## config.mk

```make
export PLATFORM = sky130hd
export DESIGN_NAME = pwm_fade_ctrl
export DESIGN_NICKNAME = d
export VERILOG_FILES = /design/src/rtl/pwm_ctrl_pkg.sv /design/src/rtl/pwm_tick_gen.sv /design/src/rtl/pwm_fade_ctrl.sv
export SDC_FILE = /design/constraint.sdc
export NUM_CORES = 1
export LEC_CHECK = 0
export ABC_AREA = 1
export BUFFER_PORTS_ARGS = -buffer_cell sky130_fd_sc_hd__buf_2
export CORE_AREA = 4 4 119 93
export CTS_CLUSTER_SIZE = 8
export DETAILED_ROUTE_END_ITERATION = 16
export DIE_AREA = 0 0 123 97
export MAX_ROUTING_LAYER = met4
export PLACE_DENSITY = 0.79
export SKIP_CTS_REPAIR_TIMING = 1
export SYNTH_ARGS = -nofsm -noshare
export SYNTH_HDL_FRONTEND = slang
export SYNTH_SLANG_ARGS = --single-unit
```

## constraint.sdc

```tcl
create_clock -name clk -period 4.3 [get_ports clk]
set_input_delay 0.215 -clock clk [delete_from_list [all_inputs] [get_ports clk]]
set_output_delay 0.215 -clock clk [all_outputs]
set_load 0.005 [all_outputs]
```

## src/rtl/pwm_ctrl_pkg.sv

```systemverilog
// Shared encodings for the RGB fade sequencer: FSM states, switch modes and
// channel selects.
package pwm_ctrl_pkg;

   typedef enum logic [2:0] {
      StIdle     = 3'd0,
      StRampUp   = 3'd1,
      StHoldHi   = 3'd2,
      StRampDown = 3'd3,
      StHoldLo   = 3'd4,
      StStatic   = 3'd5
   } state_t;

   localparam logic [1:0] MODE_OFF     = 2'd0;
   localparam logic [1:0] MODE_BREATHE = 2'd1;
   localparam logic [1:0] MODE_CYCLE   = 2'd2;
   localparam logic [1:0] MODE_STATIC  = 2'd3;

   localparam logic [1:0] CH_R   = 2'd0;
   localparam logic [1:0] CH_G   = 2'd1;
   localparam logic [1:0] CH_B   = 2'd2;
   localparam logic [1:0] CH_ALL = 2'd3;

   // Bit 0 = red, bit 1 = green, bit 2 = blue.
   function automatic logic [2:0] ch_mask(input logic [1:0] ch);
      logic [2:0] m;
      case (ch)
         CH_R:    m = 3'b001;
         CH_G:    m = 3'b010;
         CH_B:    m = 3'b100;
         default: m = 3'b111;
      endcase
      return m;
   endfunction

endpackage

```

## src/rtl/pwm_tick_gen.sv

```systemverilog
// Fade-step prescaler: one-clock tick every STEP_DIV enabled clocks.
module pwm_tick_gen #(
   parameter int unsigned STEP_DIV = 390625
) (
   input  logic clk,
   input  logic rst,
   input  logic clr,
   input  logic en,
   output logic tick
);

   localparam int unsigned CW = (STEP_DIV > 1) ? $clog2(STEP_DIV) : 1;
   localparam logic [CW-1:0] LAST = CW'(STEP_DIV - 1);

   logic [CW-1:0] cnt_q;

   assign tick = en && (cnt_q == LAST);

   always_ff @(posedge clk) begin
      if (rst || clr) begin
         cnt_q <= '0;
      end else if (en) begin
         cnt_q <= tick ? '0 : cnt_q + 1'b1;
      end
   end

endmodule

```

## src/rtl/pwm_fade_ctrl.sv

```systemverilog
// RGB duty sequencer: breathe / colour-cycle / static patterns chosen by the
// switches, all on the system clock with a prescaled step enable.
module pwm_fade_ctrl
   import pwm_ctrl_pkg::*;
#(
   parameter int unsigned R          = 8,
   parameter int unsigned STEP_DIV   = 390625,
   parameter int unsigned STEP       = 1,
   parameter int unsigned HOLD_TICKS = 32,
   parameter int unsigned DVSR       = 4882
) (
   input  logic        clk,
   input  logic        rst,
   input  logic [3:0]  sw,
   output logic [31:0] dvsr,
   output logic [R:0]  duty_r,
   output logic [R:0]  duty_g,
   output logic [R:0]  duty_b,
   output logic        cyc_done
);

   localparam logic [R+1:0] DMAX_W = (R+2)'(2 ** R);
   localparam logic [R+1:0] STEP_W = (R+2)'(STEP);
   localparam logic [R:0]   DMAX   = DMAX_W[R:0];

   state_t      state_q, state_d;
   logic [3:0]  sw_m, sw_s;
   logic [3:0]  mode_q, mode_d;
   logic [R:0]  level_q, level_d;
   logic [31:0] hold_q, hold_d;
   logic [1:0]  ptr_q, ptr_d;
   logic        done_d;
   logic        mode_chg, tick, hold_last;
   logic [R+1:0] sum_up, diff_dn;
   logic [R:0]  lvl_up, lvl_dn;
   logic [2:0]  mask;
   logic [R:0]  duty_r_d, duty_g_d, duty_b_d;

   assign dvsr     = DVSR;
   assign mode_chg = (sw_s != mode_q);

   pwm_tick_gen #(
      .STEP_DIV (STEP_DIV)
   ) u_tick_gen (
      .clk  (clk),
      .rst  (rst),
      .clr  (mode_chg),
      .en   (state_q != StIdle),
      .tick (tick)
   );

   // Widened by one bit so a large STEP cannot wrap before the clamp.
   assign sum_up    = {1'b0, level_q} + STEP_W;
   assign diff_dn   = {1'b0, level_q} - STEP_W;
   assign lvl_up    = (sum_up >= DMAX_W) ? DMAX : sum_up[R:0];
   assign lvl_dn    = ({1'b0, level_q} <= STEP_W) ? '0 : diff_dn[R:0];
   assign hold_last = ((hold_q + 32'd1) >= HOLD_TICKS);

   always_comb begin
      state_d = state_q;
      mode_d  = mode_q;
      level_d = level_q;
      hold_d  = hold_q;
      ptr_d   = ptr_q;
      done_d  = 1'b0;
      if (mode_chg) begin
         mode_d  = sw_s;
         state_d = StIdle;
         level_d = '0;
         hold_d  = '0;
         ptr_d   = CH_R;
      end else begin
         case (state_q)
            StIdle: begin
               case (mode_q[1:0])
                  MODE_BREATHE, MODE_CYCLE: state_d = StRampUp;
                  MODE_STATIC:              state_d = StStatic;
                  default:                  state_d = StIdle;
               endcase
            end
            StRampUp: if (tick) begin
               level_d = lvl_up;
               hold_d  = '0;
               if (lvl_up == DMAX) state_d = StHoldHi;
            end
            StHoldHi: if (tick) begin
               if (hold_last) begin
                  state_d = StRampDown;
                  hold_d  = '0;
               end else begin
                  hold_d = hold_q + 32'd1;
               end
            end
            StRampDown: if (tick) begin
               level_d = lvl_dn;
               if (lvl_dn == '0) state_d = StHoldLo;
            end
            StHoldLo: if (tick) begin
               if (hold_last) begin
                  state_d = StRampUp;
                  hold_d  = '0;
                  done_d  = 1'b1;
                  if (mode_q[1:0] == MODE_CYCLE) ptr_d = (ptr_q == CH_B) ? CH_R : ptr_q + 2'd1;
               end else begin
                  hold_d = hold_q + 32'd1;
               end
            end
            StStatic: level_d = DMAX;
            default:  state_d = StIdle;
         endcase
      end

      case (mode_d[1:0])
         MODE_OFF:   mask = 3'b000;
         MODE_CYCLE: mask = ch_mask(ptr_d);
         default:    mask = ch_mask(mode_d[3:2]);
      endcase
      duty_r_d = mask[0] ? level_d : '0;
      duty_g_d = mask[1] ? level_d : '0;
      duty_b_d = mask[2] ? level_d : '0;
   end

   always_ff @(posedge clk) begin
      if (rst) begin
         sw_m     <= '0;
         sw_s     <= '0;
         mode_q   <= '0;
         state_q  <= StIdle;
         level_q  <= '0;
         hold_q   <= '0;
         ptr_q    <= CH_R;
         duty_r   <= '0;
         duty_g   <= '0;
         duty_b   <= '0;
         cyc_done <= 1'b0;
      end else begin
         sw_m     <= sw;
         sw_s     <= sw_m;
         mode_q   <= mode_d;
         state_q  <= state_d;
         level_q  <= level_d;
         hold_q   <= hold_d;
         ptr_q    <= ptr_d;
         duty_r   <= duty_r_d;
         duty_g   <= duty_g_d;
         duty_b   <= duty_b_d;
         cyc_done <= done_d;
      end
   end

endmodule
```

# Word level (Yosys, flattened, before mapping)
# Index checks and enable logic that the tools add are counted.
# word_totals
out_inout_bits,60
wordCells,102
regBits,105
# classes
bitwise,6
n_reduce_logical,18
n_eq_ne,26
mux,32
magnitude_cmp,3
add_sub_neg,5
# op_table
operator,count
$mux W32,3
$pmux W32 S2,1
$mux W9,5
$add A32 B1 Y32 const B,1
$ge A32 B6 Y1 const B,1
$pmux W9 S3,1
$mux W3,8
$add A19 B1 Y19 const B,1
$eq A19 B19 Y1 const B,1
$mux W19,1
$pmux W3 S3,2
$pmux W3 S6,1
$eq A2 B2 Y1 const B,6
$mux W2,6
$pmux W3 S2,2
$reduce_or A2 Y1,6
$add A9 B1 Y10 const B,1
$ge A10 B9 Y1 const B,1
$ne A2 B1 Y1 const B,5
$eq A9 B9 Y1 const B,1
$le A9 B1 Y1 const B,1
$logic_not A9 Y1,1
$reduce_and A9 Y1,1
$sub A9 B1 Y9 const B,1
other kinds (18),32

# Longest topological paths before layout
# Gate-level depths: netlist of the first run.
# logic_depth
word_depth,12
mapped_depth,20

# Cells and area by module
# From an unflattened synthesis of the first run, not the netlist that was laid out.
# hier_totals
hier_cells,878
area_unflattened_um2,5836.8
# modules_own_cells
module,cells_per_inst,n_inst,area_per_inst_um2,seq_area_each_um2
pwm_fade_ctrl,709,1,4720.8,1721.7
pwm_tick_gen,169,1,1116.1,380.4

# Least setup slack after synthesis of the first run
# No wires, ideal clock.
# synth_timing
kind,reg2reg
startpoint,register hold_q[1]
endpoint,register duty_b[0]
t_arrival_ns,2.913
period_less_slack_ns,3.052
setup_slack_ns,1.248
stages_incl_launch_ff,19
setup_time_ns,0.139
path_cell_list,dfxtp_1 ha_1 inv_1 nor2_2 nand3_1 o21ai_1 nand2_1 nor2_1 nand2_1 nor2_1 nand3_2 nand2_1 nand2_1 nand3_1 inv_1 ha_1 or2_2 a22oi_1 nor2_1
# synth_via
elab_chain_len,11
# synth_rtl
element,line,source
"start, declared",pwm_fade_ctrl.sv:30,"logic [31:0] hold_q, hold_d;"
"start signal, assigned",pwm_fade_ctrl.sv:142,hold_q <= hold_d;
$add A32 B1 Y32 *,pwm_fade_ctrl.sv:57,assign hold_last = ((hold_q + 32'd1) >= HOLD_TICKS);
$ge A32 B6 Y1 *,pwm_fade_ctrl.sv:57,
$mux W2 *,pwm_fade_ctrl.sv:99,if (hold_last) begin
$mux W2 *,pwm_fade_ctrl.sv:98,StHoldLo: if (tick) begin
$mux W2 *,pwm_fade_ctrl.sv:73,case (state_q)
$mux W2 *,pwm_fade_ctrl.sv:66,if (mode_chg) begin
via ptr_d[0],pwm_fade_ctrl.sv:31,"logic [1:0] ptr_q, ptr_d;"
$eq A2 B2 Y1 (tied with other cells),pwm_ctrl_pkg.sv:27,case (ch)
$pmux W3 S3 *,pwm_ctrl_pkg.sv:27,
$pmux W3 S2 *,pwm_fade_ctrl.sv:113,case (mode_d[1:0])
$not A1 Y1 (no source line) *,-,
$reduce_or A2 Y1 (no source line) *,-,
"end signal, assigned",pwm_fade_ctrl.sv:146,duty_b <= duty_b_d;
"end, declared",pwm_fade_ctrl.sv:18,"output logic [R:0] duty_b,"
# The timed path passes the listed nets; every way through them passes the cells marked *.
# A chain may end at the register's enable or synchronous reset.

# Final worst setup path of the first run
# layout_timing
startpoint,register hold_q[1]
endpoint,register duty_b[4]
# Same word-level chain as after synthesis.

==> results.yml, run 1 <==
logic_synthesis:
  async_reset_ff_frac: 0
  synth_edf_count: 0
  synth_ff_type: "dfxtp_1"
  synthSimpleGateAreaFrac: 0.365
  yosysSeqAreaShare: 0.368
  avgSynthCellArea_um2: 6.56
  synth_warnings: 0
  synth_adder_area_share: 0.0175
  synth_top_family_by_area: "simple AND/OR/NAND/NOR gates"
  synth_mux_area_frac: 0
  synth-seq-cells: 105
  synth.distinct_cells: 39
  synth_compound_area_frac: 0.102
  syn_inst: 872
  yosys.area_share.xor_xnor: 0.0245
  synth_area_um2: 5720
finish:
  syn2layout_area_growth_pct: 8.69
  fillers: 927
  final_cell_mix: "196 x nand2_1, 148 x nor2_1, 105 x dfxtp_1"
  finalInstanceArea_um2: 6220
  seq_area_um2: 2100
  multi_input_area_um2: 3030
  drive_gt1_frac: 0.0773
  fin_nets: 914
  diodes: 0
  final_cells: 1041
  final_common_cell: "nand2_1"
setup_path:
  path_common_cell: "nand2_1"
  slowest_stage: "a22oi_1"
  r2r_slack_ns: 0.74
  reg2reg_from: "hold_q[1]"
  crit_family: "simple AND/OR/NAND/NOR gates"
  crit_path_cell_trace: "ha_1, inv_1, nor2_2, nand3_1, o21ai_1, nand2_1, nor2_1, nand2_1, nor2_1, nand3_2, nand2_1, nand2_1, nand3_1, inv_1, ha_1, or2_2, a22oi_1, nor2_1"
  crit_arrival_ns: 3.77
  crit_fanout: 9
  crit_type: "flip-flop to flip-flop"
  start_kind: "flip-flop"
  crit_path_max_incr_delay_ns: 0.53
  endpoint_kind: "flip-flop"
  reg2reg_to: "duty_b[4]"
  cp_num_buf_inv: 2
  crit_required_ns: 4.52
  r2r_cells: 18
global_route:
  grt_pass1_wl_um: 21900
  grt_max_degree: 38
  overflow: 0
  track_usage: 0.229
  grt_pass1_vias: 4759
  antenna_found_initial: 0
timing:
  slew_viol_final: 0
  rsz0062_at_grt: "false"
  slew_headroom: 0.452
  period_share: 0.828
  setup-violations-final: 0
  finalSetupTns_ns: 0
  fin_skew_ns: 0.00850
  fin_crit_ns: 3.56
  max_slew.worst_pin.slew_ns: 0.819
  fmax_mhz: 281
  hold_violations: 0
routing:
  drt-wirelength-per-cell_um: 12.5
  routed_wl_um: 13000
  vias: 5386
  viasPerCell: 5.17
  first_pass_iters: 7
  dr.first_iter.drc_count: 574
  final_antenna_net_count: 0
  drc: 0
floorplan:
  die_h_um: 97
  initial_core_util: 0.574
  die_w_um: 123
  dieArea_um2: 11900
  core_um2: 9970
  rows: 32
  num_io_pins: 66
cts:
  htreeDepth: 3
  cts.sinks: 105
  numCtsBuffers: 9
  cts_tree: "done"
  clock_latency_ns: 0.35
  root_buffer: "clkbuf_16"
  cts.clk_slew.worst_paths_ns: 0.08
  clock_path_buffers: 2
power:
  netSwitchingPower_uw: 534
  power.leakage_nw: 2.50
  p_sw_frac: 0.263
  power.density_nw_per_um2: 327
  vdd_drop_max_v: 0.000282
  p_clk_frac: 0.444
  p_seq_frac: 0.486
  internal-power_mw: 1.50
  fin_total_pwr_mw: 2.03
  p_comb_frac: 0.070
place:
  port_buffers: 33
  dpl.hpwl_um: 9790
  place_inst: 1025
  placed_area_um2: 5880
  routabilityCongestion: 0.966
min_path:
  hold_path_class: "input port to flip-flop"
  holdPathStages: 3
  min-delay-start: "sw[0]"
  whs_endpoint: "sw_m[0]"
status:
  status: "finished clean"
job:
  cap_viol_max_count: 0
==> cells in the mapped netlist, types with 8 or more instances <==
| library cell | number | share of area |
|---|---|---|
| a21oi_1 | 47 | 0.041 |
| buf_4 | 32 | 0.042 |
| clkbuf_1 | 10 | 0.0066 |
| dfxtp_1 | 105 | 0.37 |
| ha_1 | 8 | 0.018 |
| inv_1 | 104 | 0.068 |
| nand2_1 | 196 | 0.13 |
| nand3_1 | 53 | 0.046 |
| nand4_1 | 14 | 0.015 |
| nor2_1 | 148 | 0.097 |
| nor3_1 | 41 | 0.036 |
| o21ai_0 | 43 | 0.038 |
| xor2_1 | 15 | 0.023 |
==> kinds of logic after synthesis <==
group,count (synthesis)
AOI/OAI and AO/OA,107
other,2
and+or+nand+nor,481
DFF,105
xor gates and xnor gates,16
adders and majority gates,8
buffers and inverters,153
==> worst register-to-register path, cell delays in order (launching register included) <==
cell	delay [ns]
dfxtp_1	0.39
ha_1	0.26
inv_1	0.09
nor2_2	0.28
nand3_1	0.18
o21ai_1	0.15
nand2_1	0.06
nor2_1	0.10
nand2_1	0.06
nor2_1	0.11
nand3_2	0.18
nand2_1	0.17
nand2_1	0.12
nand3_1	0.13
inv_1	0.06
ha_1	0.18
or2_2	0.26
a22oi_1	0.53
nor2_1	0.12
==> final cells by class <==
type	instances	share of cell area
multi-input combinational	644	0.487
inverter	104	0.0628
clock buffer	9	0.0362
tap	136	0.0274
clock inverter	7	0.0181
timing repair buffer	36	0.0302
sequential	105	0.338
==> power groups by stage <==
stage | logic (mW) | registers [mW] | clock network (mW)
floorplan | 0.127 | 1.01 | 0
global placement | 0.136 | 1.01 | 0
detailed placement | 0.137 | 1.01 | 0
CTS | 0.138 | 0.988 | 0.920
global route | 0.163 | 0.990 | 0.961
finish | 0.142 | 0.988 | 0.902
==> through the flow <==
stage	setup slack (ns)	utilization	hold slack, ns
3_5_place_dp	0.760	0.590	0.395
2_1_floorplan	1.25	-	0.322
6_report	0.741	0.623	0.0622
3_3_place_gp	0.865	0.590	0.389
4_1_cts	0.749	0.623	0.0526
5_1_grt	0.163	0.623	0.0572
==> flip-flops by register name, summed over array words and instances (netlist names) <==
| name | count |
|---|---|
| cyc_done | 1 |
| sw_s | 4 |
| duty_g | 9 |
| hold_q | 32 |
| level_q | 9 |
| sw_m | 4 |
| u_tick_gen.cnt_q | 19 |
| mode_q | 4 |
| ptr_q | 2 |
| duty_b | 9 |
| state_q | 3 |
| duty_r | 9 |
==> layer usage <==
metal	vias to the layer above	track usage	wire, µm
li1	2782	-	-
met1	2403	0.321	6130
met2	194	0.330	5760
met3	7	0.0602	1050
met4	0	0.0545	86
met5	-	-	0
==> how the worst max path moves through the flow <==
| stage | from | to | slack, ns | depth (start not counted) |
|---|---|---|---|---|
| after floorplan | hold_q[1] | duty_b[0] | 1.25 | 18 |
| after detailed placement | hold_q[1] | duty_b[4] | 0.76 | 18 |
| after global routing | hold_q[1] | duty_b[4] | 0.16 | 20 |
| final | hold_q[1] | duty_b[4] | 0.74 | 18 |
| after CTS | hold_q[1] | duty_b[4] | 0.75 | 20 |
| after global placement | hold_q[1] | duty_b[2] | 0.87 | 20 |
Power figures use the tool's default switching activity.
==> inputs of run 2 (changes only) <==
--- a/config.mk
+++ b/config.mk
@@ -5,14 +5,14 @@
 export SDC_FILE = /design/constraint.sdc
 export NUM_CORES = 1
 export LEC_CHECK = 0
-export ABC_AREA = 1
+export ABC_AREA = 0
 export BUFFER_PORTS_ARGS = -buffer_cell sky130_fd_sc_hd__buf_2
-export CORE_AREA = 4 4 119 93
+export CORE_AREA = 4 4 120 93
 export CTS_CLUSTER_SIZE = 8
 export DETAILED_ROUTE_END_ITERATION = 16
-export DIE_AREA = 0 0 123 97
+export DIE_AREA = 0 0 124 97
 export MAX_ROUTING_LAYER = met4
-export PLACE_DENSITY = 0.79
+export PLACE_DENSITY = 0.75
 export SKIP_CTS_REPAIR_TIMING = 1
 export SYNTH_ARGS = -nofsm -noshare
 export SYNTH_HDL_FRONTEND = slang
==> constraint.sdc (replaced) <==
create_clock -name clk -period 3.1 [get_ports clk]
set_input_delay 0.155 -clock clk [delete_from_list [all_inputs] [get_ports clk]]
set_output_delay 0.155 -clock clk [all_outputs]
set_load 0.005 [all_outputs]
==> run 2 against run 1 <==
  * The run now ends with negative setup slack left
  * Combinational power is 21% lower
  * Critical endpoint is now duty_r[7]
  * Largest power group unchanged
  * Critical path type unchanged
  * Sequential share of layout area is 1.4 points higher
  * Sequential power is 38% higher
  * Hold slack worse by 0.053 ns
  * Global-route usage is 3.0 points lower
  * Synthesized area is 11% lower
==> results.yml, run 2 <==
place:
  place_ws_ns: -0.190
  routabilityCongestion: 0.907
  place_inst: 767
  dpl.hpwl_um: 7960
  placed_area_um2: 5430
  port_buffers: 33
setup_path:
  reg2reg_to: "duty_r[7]"
  crit_path_max_incr_delay_ns: 0.50
  cp_num_buf_inv: 1
  startpoint: "hold_q[8]"
  cp.depth: 13
  r2r_cells: 13
  crit_path_cell_trace: "nand4_4, nor3_2, buf_4, a2111oi_1, a31o_2, nand4_1, o2111a_2, mux2i_2, nand2b_4, ha_4, a22oi_2, or2_4, nor2_1"
  crit_required_ns: 3.32
  r2r_slack_ns: -0.06
  crit_type: "flip-flop to flip-flop"
  endpoint_kind: "flip-flop"
  slowest_stage: "a2111oi_1"
  reg2reg_from: "hold_q[8]"
  crit_arrival_ns: 3.38
  crit_fanout: 8
  worstSetupEndpoint: "duty_r[7]"
  crit_family: "compound AO/OA/AOI/OAI gates"
  start_kind: "flip-flop"
power:
  vdd_drop_max_v: 0.000394
  power.leakage_nw: 2.33
  power.density_nw_per_um2: 436
  fin_total_pwr_mw: 2.61
cts:
  clock_path_buffers: 2
  cts.sinks: 105
  cts_tree: "done"
  cts.clk_slew.worst_paths_ns: 0.08
  root_buffer: "clkbuf_16"
  numCtsBuffers: 9
  clock_latency_ns: 0.36
  htreeDepth: 3
routing:
  drt-wirelength-per-cell_um: 14.9
  drc: 0
  vias: 4390
  dr.first_iter.drc_count: 368
  first_pass_iters: 5
  viasPerCell: 5.56
  final_antenna_net_count: 0
  routed_wl_um: 11800
floorplan:
  rows: 32
  die_h_um: 97
  die_w_um: 124
  dieArea_um2: 12000
  initial_core_util: 0.509
  num_io_pins: 66
  core_um2: 10000
finish:
  final_cell_mix: "100 x dfxtp_1, 64 x nor2_1, 36 x a21oi_1"
  largest_registers: "hold_q (32), u_tick_gen.cnt_q (19)"
  syn2layout_area_growth_pct: 17.2
  finalInstanceArea_um2: 5990
  final_cells: 789
  diodes: 0
  top_register: "hold_q"
  multi_input_area_um2: 2960
  utilization: 0.596
  fillers: 852
  drive_gt1_frac: 0.205
  seq_area_um2: 2110
  final_common_cell: "dfxtp_1"
  fin_nets: 662
  largest_reg_flops: 32
logic_synthesis:
  synth_ff_type: "dfxtp_1"
  async_reset_ff_frac: 0
  synth-seq-cells: 105
  post-synth-top-count-cell: "dfxtp_1"
  yosysTopAreaCell: "dfxtp_1"
  synthTopCellsByCount: "105 x dfxtp_1, 73 x nor2_1, 36 x a21oi_1"
  avgSynthCellArea_um2: 8.56
  synth.distinct_cells: 65
  synth_area_leaders: "dfxtp_1 41%, nor2_1 5.4%, buf_4 4.7%"
  synth_edf_count: 0
  synth_warnings: 0
  yosysTopAreaCellShare: 0.411
  synth_area_um2: 5110
  yosysSeqAreaShare: 0.411
  syn_inst: 597
timing:
  rsz0062_at_grt: "true"
  slew_viol_final: 0
  max_slew.worst_pin.slew_ns: 0.729
  hold_violations: 0
  fin_crit_ns: 3.16
  fin_skew_ns: 0.0150
  fmax_mhz: 317
  period_share: 1.02
  slew_headroom: 0.509
  finalSetupTns_ns: -0.263
  setup-violations-final: 8
  setup_slack_ns: -0.0585
  hold_ws_ns: 0.00902
global_route:
  overflow: 0
  antenna_found_initial: 0
  grt_max_degree: 28
  grt_pass1_vias: 4036
  track_usage: 0.199
  grt_pass1_wl_um: 19300
status:
  violations: "negative setup slack"
  status: "complete, but fails checks"
job:
  cap_viol_max_count: 0
min_path:
  hold_path_class: "input port to flip-flop"
## run 2: changes by cell type after synthesis, sizes merged, moves of 11 or more
cell	delta
inv	-91
nand2	-166
and2	+23
a21oi	-11
nor3	-24
o21ai	-16
nor2b	+21
xnor2	+12
nand3	-31
nor2	-82
## run 2: layout make-up
cell class / count / area share
multi-input combinational: 455 / 0.494
sequential: 105 / 0.353
timing repair buffer: 64 / 0.0664
clock buffer: 9 / 0.0376
tap: 136 / 0.0284
clock inverter: 7 / 0.0134
inverter: 13 / 0.00814
## run 2: where the power goes
part           internal [mW]  total [mW]  switching, mW
sequential              1.35        1.36        0.00827
clock                  0.574        1.14          0.565
combinational         0.0341       0.112         0.0776
total                   1.96        2.61          0.651
## run 2: kinds of logic after synthesis
| group | Yosys count | synth area share |
|---|---|---|
| buf+inv | 69 | 0.0746 |
| fa+ha+maj | 8 | 0.0196 |
| simple gates | 270 | 0.290 |
| flops | 105 | 0.411 |
| other cells | 2 | 0.00147 |
| xor+xnor | 32 | 0.0548 |
| mux | 9 | 0.0188 |
| compound gates | 102 | 0.129 |
## run 2: worst min path at each step
stage	from	endpoint	slack, ns	depth (start not counted)
6_report	sw[1]	sw_m[1]	0.009	2
5_1_grt	sw[1]	sw_m[1]	0.005	2
4_1_cts	sw[1]	sw_m[1]	0.0002	2
3_5_place_dp	sw[1]	sw_m[1]	0.37	2
3_3_place_gp	sw[0]	sw_m[0]	0.36	2
2_1_floorplan	rst	mode_q[2]	0.24	1
## run 2: worst register-to-register path: stages, from the launching register on
cell and delay, ns:
dfxtp_1 0.35, nand4_4 0.19, nor3_2 0.08, buf_4 0.14
a2111oi_1 0.50, a31o_2 0.20, nand4_1 0.12, o2111a_2 0.33
mux2i_2 0.23, nand2b_4 0.17, ha_4 0.20, a22oi_2 0.25
or2_4 0.21, nor2_1 0.05
## run 2: layer usage
| layer | up-vias | share of wire | GRT usage |
|---|---|---|---|
| li1 | 2128 | - | - |
| met1 | 2071 | 0.47 | 0.286 |
| met2 | 174 | 0.45 | 0.280 |
| met3 | 17 | 0.074 | 0.0491 |
| met4 | 0 | 0.013 | 0.0505 |
| met5 | - | 0 | - |
